`config.mk`:
```
export PLATFORM = sky130hd
export DESIGN_NAME = sram_addr_decode_mux
export DESIGN_NICKNAME = d
export VERILOG_FILES = /design/src/rtl/sram_addr_decode_mux.sv
export SDC_FILE = /design/constraint.sdc
export NUM_CORES = 1
export LEC_CHECK = 0
export CAP_MARGIN = 15
export CELL_PAD_IN_SITES_DETAIL_PLACEMENT = 1
export CELL_PAD_IN_SITES_GLOBAL_PLACEMENT = 2
export CORE_ASPECT_RATIO = 1.5
export CORE_MARGIN = 3
export CORE_UTILIZATION = 10
export DETAILED_ROUTE_END_ITERATION = 10
export PLACE_DENSITY = 0.92
export SYNTH_ARGS = -nofsm -noshare
export SYNTH_HDL_FRONTEND = slang
export SYNTH_SLANG_ARGS = --single-unit
export TNS_END_PERCENT = 30
```
`constraint.sdc`:
```
create_clock -name clk -period 1 [get_ports clk]
set_input_delay 0.1 -clock clk [delete_from_list [all_inputs] [get_ports clk]]
set_output_delay 0.1 -clock clk [all_outputs]
set_load 0.02 [all_outputs]
```
`src/rtl/sram_addr_decode_mux.sv`:
```
// Address decode and read-select slice of the bit-addressable SRAM.
// Splits a bit address into row/column fields, produces one-hot selects,
// and registers the selected bit of the addressed row word.
module sram_addr_decode_mux #(
  parameter int unsigned ROW_AW = 4,
  parameter int unsigned COL_AW = 3
) (
  input  logic                         clk,
  input  logic                         rst_n,
  input  logic                         dec_en,
  input  logic [ROW_AW+COL_AW-1:0]     addr,
  input  logic [(1 << COL_AW)-1:0]     row_word,
  output logic [(1 << ROW_AW)-1:0]     row_sel,
  output logic [(1 << COL_AW)-1:0]     col_sel,
  output logic                         mux_out,
  output logic                         dout
);

  localparam int unsigned AW   = ROW_AW + COL_AW;
  localparam int unsigned NROW = 1 << ROW_AW;
  localparam int unsigned NCOL = 1 << COL_AW;

  logic [ROW_AW-1:0] row_idx;
  logic [COL_AW-1:0] col_idx;
  logic              dout_d;
  logic              dout_q;

  assign row_idx = addr[AW-1:COL_AW];
  assign col_idx = addr[COL_AW-1:0];

  // One-hot row and column decoders, gated by the decoder enable.
  always_comb begin
    row_sel = '0;
    col_sel = '0;
    if (dec_en) begin
      row_sel = NROW'(1) << row_idx;
      col_sel = NCOL'(1) << col_idx;
    end
  end

  // Read path: bit select of the row word, always active regardless of dec_en.
  always_comb begin
    mux_out = row_word[col_idx];
    dout_d  = mux_out;
  end

  // Read-bit register: one-cycle latency, updates every cycle.
  always_ff @(posedge clk) begin
    if (!rst_n) begin
      dout_q <= 1'b0;
    end else begin
      dout_q <= dout_d;
    end
  end

  assign dout = dout_q;

endmodule

```
== Yosys cells after proc, flatten, opt, wreduce, memory -nomap -nowiden ==
Index checks and enable logic that the tools add are counted.

* Flip-flop bits (word level): 1
* Bits of input ports: 18
* Word-level logic and storage cells: 8
* Output and inout bits: 26

* Multiplexer cells: 4
* Order comparisons: 1
* Shift-type cells: 2

{| class="wikitable"
|+ Operator list
! cell !! number
|-
| $mux W16 || 1
|-
| $shl A1 B4 Y16 const A || 1
|-
| $mux W8 || 1
|-
| $shl A1 B3 Y8 const A || 1
|-
| $lt A3 B4 Y1 const B || 1
|-
| $bmux W1 S3 || 1
|-
| $mux W1 || 1
|}

== Longest topological paths before layout ==
* Word-level depth: 2
* Mapped depth: 4
* Depth with buffers taken out: 3

== Worst setup path after synthesis ==
OpenSTA, ideal clock, no wires.

* Path kind: input to output
* Start point: in addr[6]
* End point: out row_sel[0]
* Path slack: -0.092 ns
* Buffers on the path: 0
* Required time: 0.900 ns
* Stages on the path: 2
* Arrival time: 0.992 ns
* Cells stage by stage: or3b_1 -> nor3_1

* Word-level cells in the longest chain between the ends: 2

{| class="wikitable"
|+ Ends and longest elaborated chain
! what !! line !! RTL
|-
| start: declaration || 11 || <nowiki>input logic [ROW_AW+COL_AW-1:0] addr,</nowiki>
|-
| $shl A1 B4 Y16 || 36 || <nowiki>row_sel = NROW'(1) << row_idx;</nowiki>
|-
| $mux W16 || 35 || <nowiki>if (dec_en) begin</nowiki>
|-
| end: declaration || 13 || <nowiki>output logic [(1 << ROW_AW)-1:0] row_sel,</nowiki>
|}

Every way passes these cells.

== Final worst setup path ==
* Start point: in addr[1]
* End point: out mux_out

* Word-level cells in the longest chain between the ends: 2

{| class="wikitable"
|+ Ends and longest elaborated chain
! what !! line !! RTL
|-
| $bmux W1 S3 || 43 || <nowiki>mux_out = row_word[col_idx];</nowiki>
|-
| $mux W1 (implied by the code) || 43 ||
|-
| end: declaration || 15 || <nowiki>output logic mux_out,</nowiki>
|}

Every way passes these cells. The select of a mux whose other input is x is not followed.

==> results.md <==
- Max-slew violations: 0
- Violated checks: setup timing
- Worst path required time: 900 ps
- Final setup fails: 3
- Overflow after GRT: 0
- F_max: 956 MHz
- Syn Nets: 68
- Status: finished, violations left
- Total wire length: 1.84 mm
- Unique masters post-synth: 17
- Peak VDD IR: 0.133 mV
- Starting DRC count in detailed routing: 4
- Cell count after synthesis: 50
- Final worst setup slack: -46.0 ps
- RSZ-0062 raised after global routing: true
- Worst setup SP type: input pin
- Leading area contributor after synthesis: nor2_1
- Hold-fix buffers, CTS: 0
- Max stage delay on crit path: 300 ps
- Yosys reg bits: 1
- Placement Rows: 24
- Pwr dens: 421 mW/mm2
- Post-Synthesis Cell Area: 318 um2
- Final Util: 0.282
- Dpl hpwl: 1.46 mm
- Final ANT Viol Nets: 0
- CP Class: in2out
- Arr. time, crit path: 950 ps
- IO Count: 44
- Max-cap violations: 0
- Levels on crit path: 5
- P&R area growth vs syn: 164%
- Most frequent cells in the layout: buf_2, nor2_1, buf_4
- Largest net degree at the start of global routing: 10
- Vias: 570
- M3 GR Usage: 0.0257
- Met1 layer usage reported by global route: 0.0793
- Hold Crit Class: in2out
- Critical path's top delay family: multiplexers
- Routed len/inst: 13.2 um
- Most common cell after layout, fill and taps aside: buf_2
- Die H: 75.0 um
- Via/cell ratio: 4.07
- Layout cells sized above 1: 0.634
- Share of the synthesized area in the top cell type: 0.213
- Period utilization: 1.05
- Max reg flops: 1
- Mean Syn Cell Area: 6.36 um2
- Setup crit start: addr[1]
- Antenna violations before repair: 0
- GR met2 Demand/Resource: 0.215
- Antenna Cells: 0
- Die ar.: 0.00390 mm2
- Vias in the first global route: 642
- YS warnings: 0
- Core ar.: 0.00297 mm2
- Busiest grt layer: met2
- Crit path to: mux_out
- Worst-path fanout max: 6
- Fin. Hold Viols: 0
- Fin nets: 121
- GPL Wtd Cong: 0.674
- Buf/Inv on CP: 2
- Ranking of synthesized cells by area: nor2_1, nand2b_1, nor3_1
- Slowest-stage cell, CP: mux2_4
- First-pass GRT wire length: 2.88 mm
- Critical-path cell list: buf_12, mux2_4, nor3b_4, nor3_1, buf_2
- Post-route DRC: 0
- Sequential-to-total area share from yosys stat: 0.0630
- Slew margin rel.: 0.822
- Capturing element type of the critical path: primary output
- Setup WS pre-CTS: -1000 ps
- Hold Startpoint: addr[4]
- Tmin final: 1050 ps
- Actual slew at the worst max-slew pin: 267 ps
- Pre-Repair DR Iteration Count: 4
- Total GRT Usage: 0.0944
- Chip Width: 52.0 um
- Initial Utilization: 0.107
- Static leakage: 0.000409 uW
- PortBufs: 43
- Filler cells: 369
==> timing repair <==
item,in CTS,in global routing
setup endpoints to repair,26,14
cloned,0,0
buffers inserted,2,0
pin swaps,8,5
resized for setup,176,11
==> how the worst min path moves through the flow <==
| stage | cells past startpoint | end |
|---|---|---|
| after floorplan | 1 | row_sel[0] |
| after global placement | 2 | dout |
| after detailed placement | 2 | dout |
| after CTS | 4 | row_sel[4] |
| after global routing | 4 | row_sel[1] |
| final | 4 | row_sel[1] |
==> cells by family (layout without fill, tap and decap cells) <==
logic type | Yosys count | in the layout | synth area share
flip-flops | 1 | 1 | 0.0630
buffers and inverters | 2 | 53 | 0.0472
AND/OR/NAND/NOR | 42 | 42 | 0.685
multiplexers | 3 | 3 | 0.118
AO/OA/AOI/OAI | 2 | 2 | 0.0866
==> layer usage <==
metal	wire (um)	vias to the layer above
met5	0	-
met4	0	0
met3	194	0
met2	1050	40
met1	597	255
li1	-	275
==> tightest hold or removal path, cell delays in order <==
cell and delay [ps]:
buf_8 70, or3b_4 140, nor2_2 40, buf_4 140
==> power breakdown <==
group | total, uW | internal (uW) | switching [uW] | leakage (uW)
Clock | 0 | 0 | 0 | 0
Sequential | 45.2 | 44.5 | 0.712 | 0.00000836
Combinational | 309 | 160 | 149 | 0.000401
Total | 354 | 204 | 149 | 0.000409
==> per-stage QoR <==
step                      instance area, um2  cells  hold WS (ps)  total power, uW  setup TNS (ps)
after floorplan                          323     50           251              166           -75.5
after global placement                   847    138           703              328          -19430
after detailed placement                 847    138           697              334          -20370
after CTS                                860    140           597              354            -184
after global routing                     840    140           612              377            -298
final                                    840    140           594              354           -58.7
==> final cells by class <==
type                    count  area, um2  share of cell area
flip-flops and latches      1       20.0              0.0238
multi-input cells          47        369               0.440
repair buffers             53        402               0.478
well taps                  39       48.8              0.0581
==> cells in the mapped netlist, drive strengths merged <==
cell and number:
a2111oi 1, buf 1, clkbuf 1, dfxtp 1, mux2 3, nand2 4
nand2b 6, nand3 1, nand3b 2, nor2 18, nor2b 1, nor3 7
nor3b 1, nor4b 1, o22ai 1, or3b 1
(Power assumes the default switching activity.)
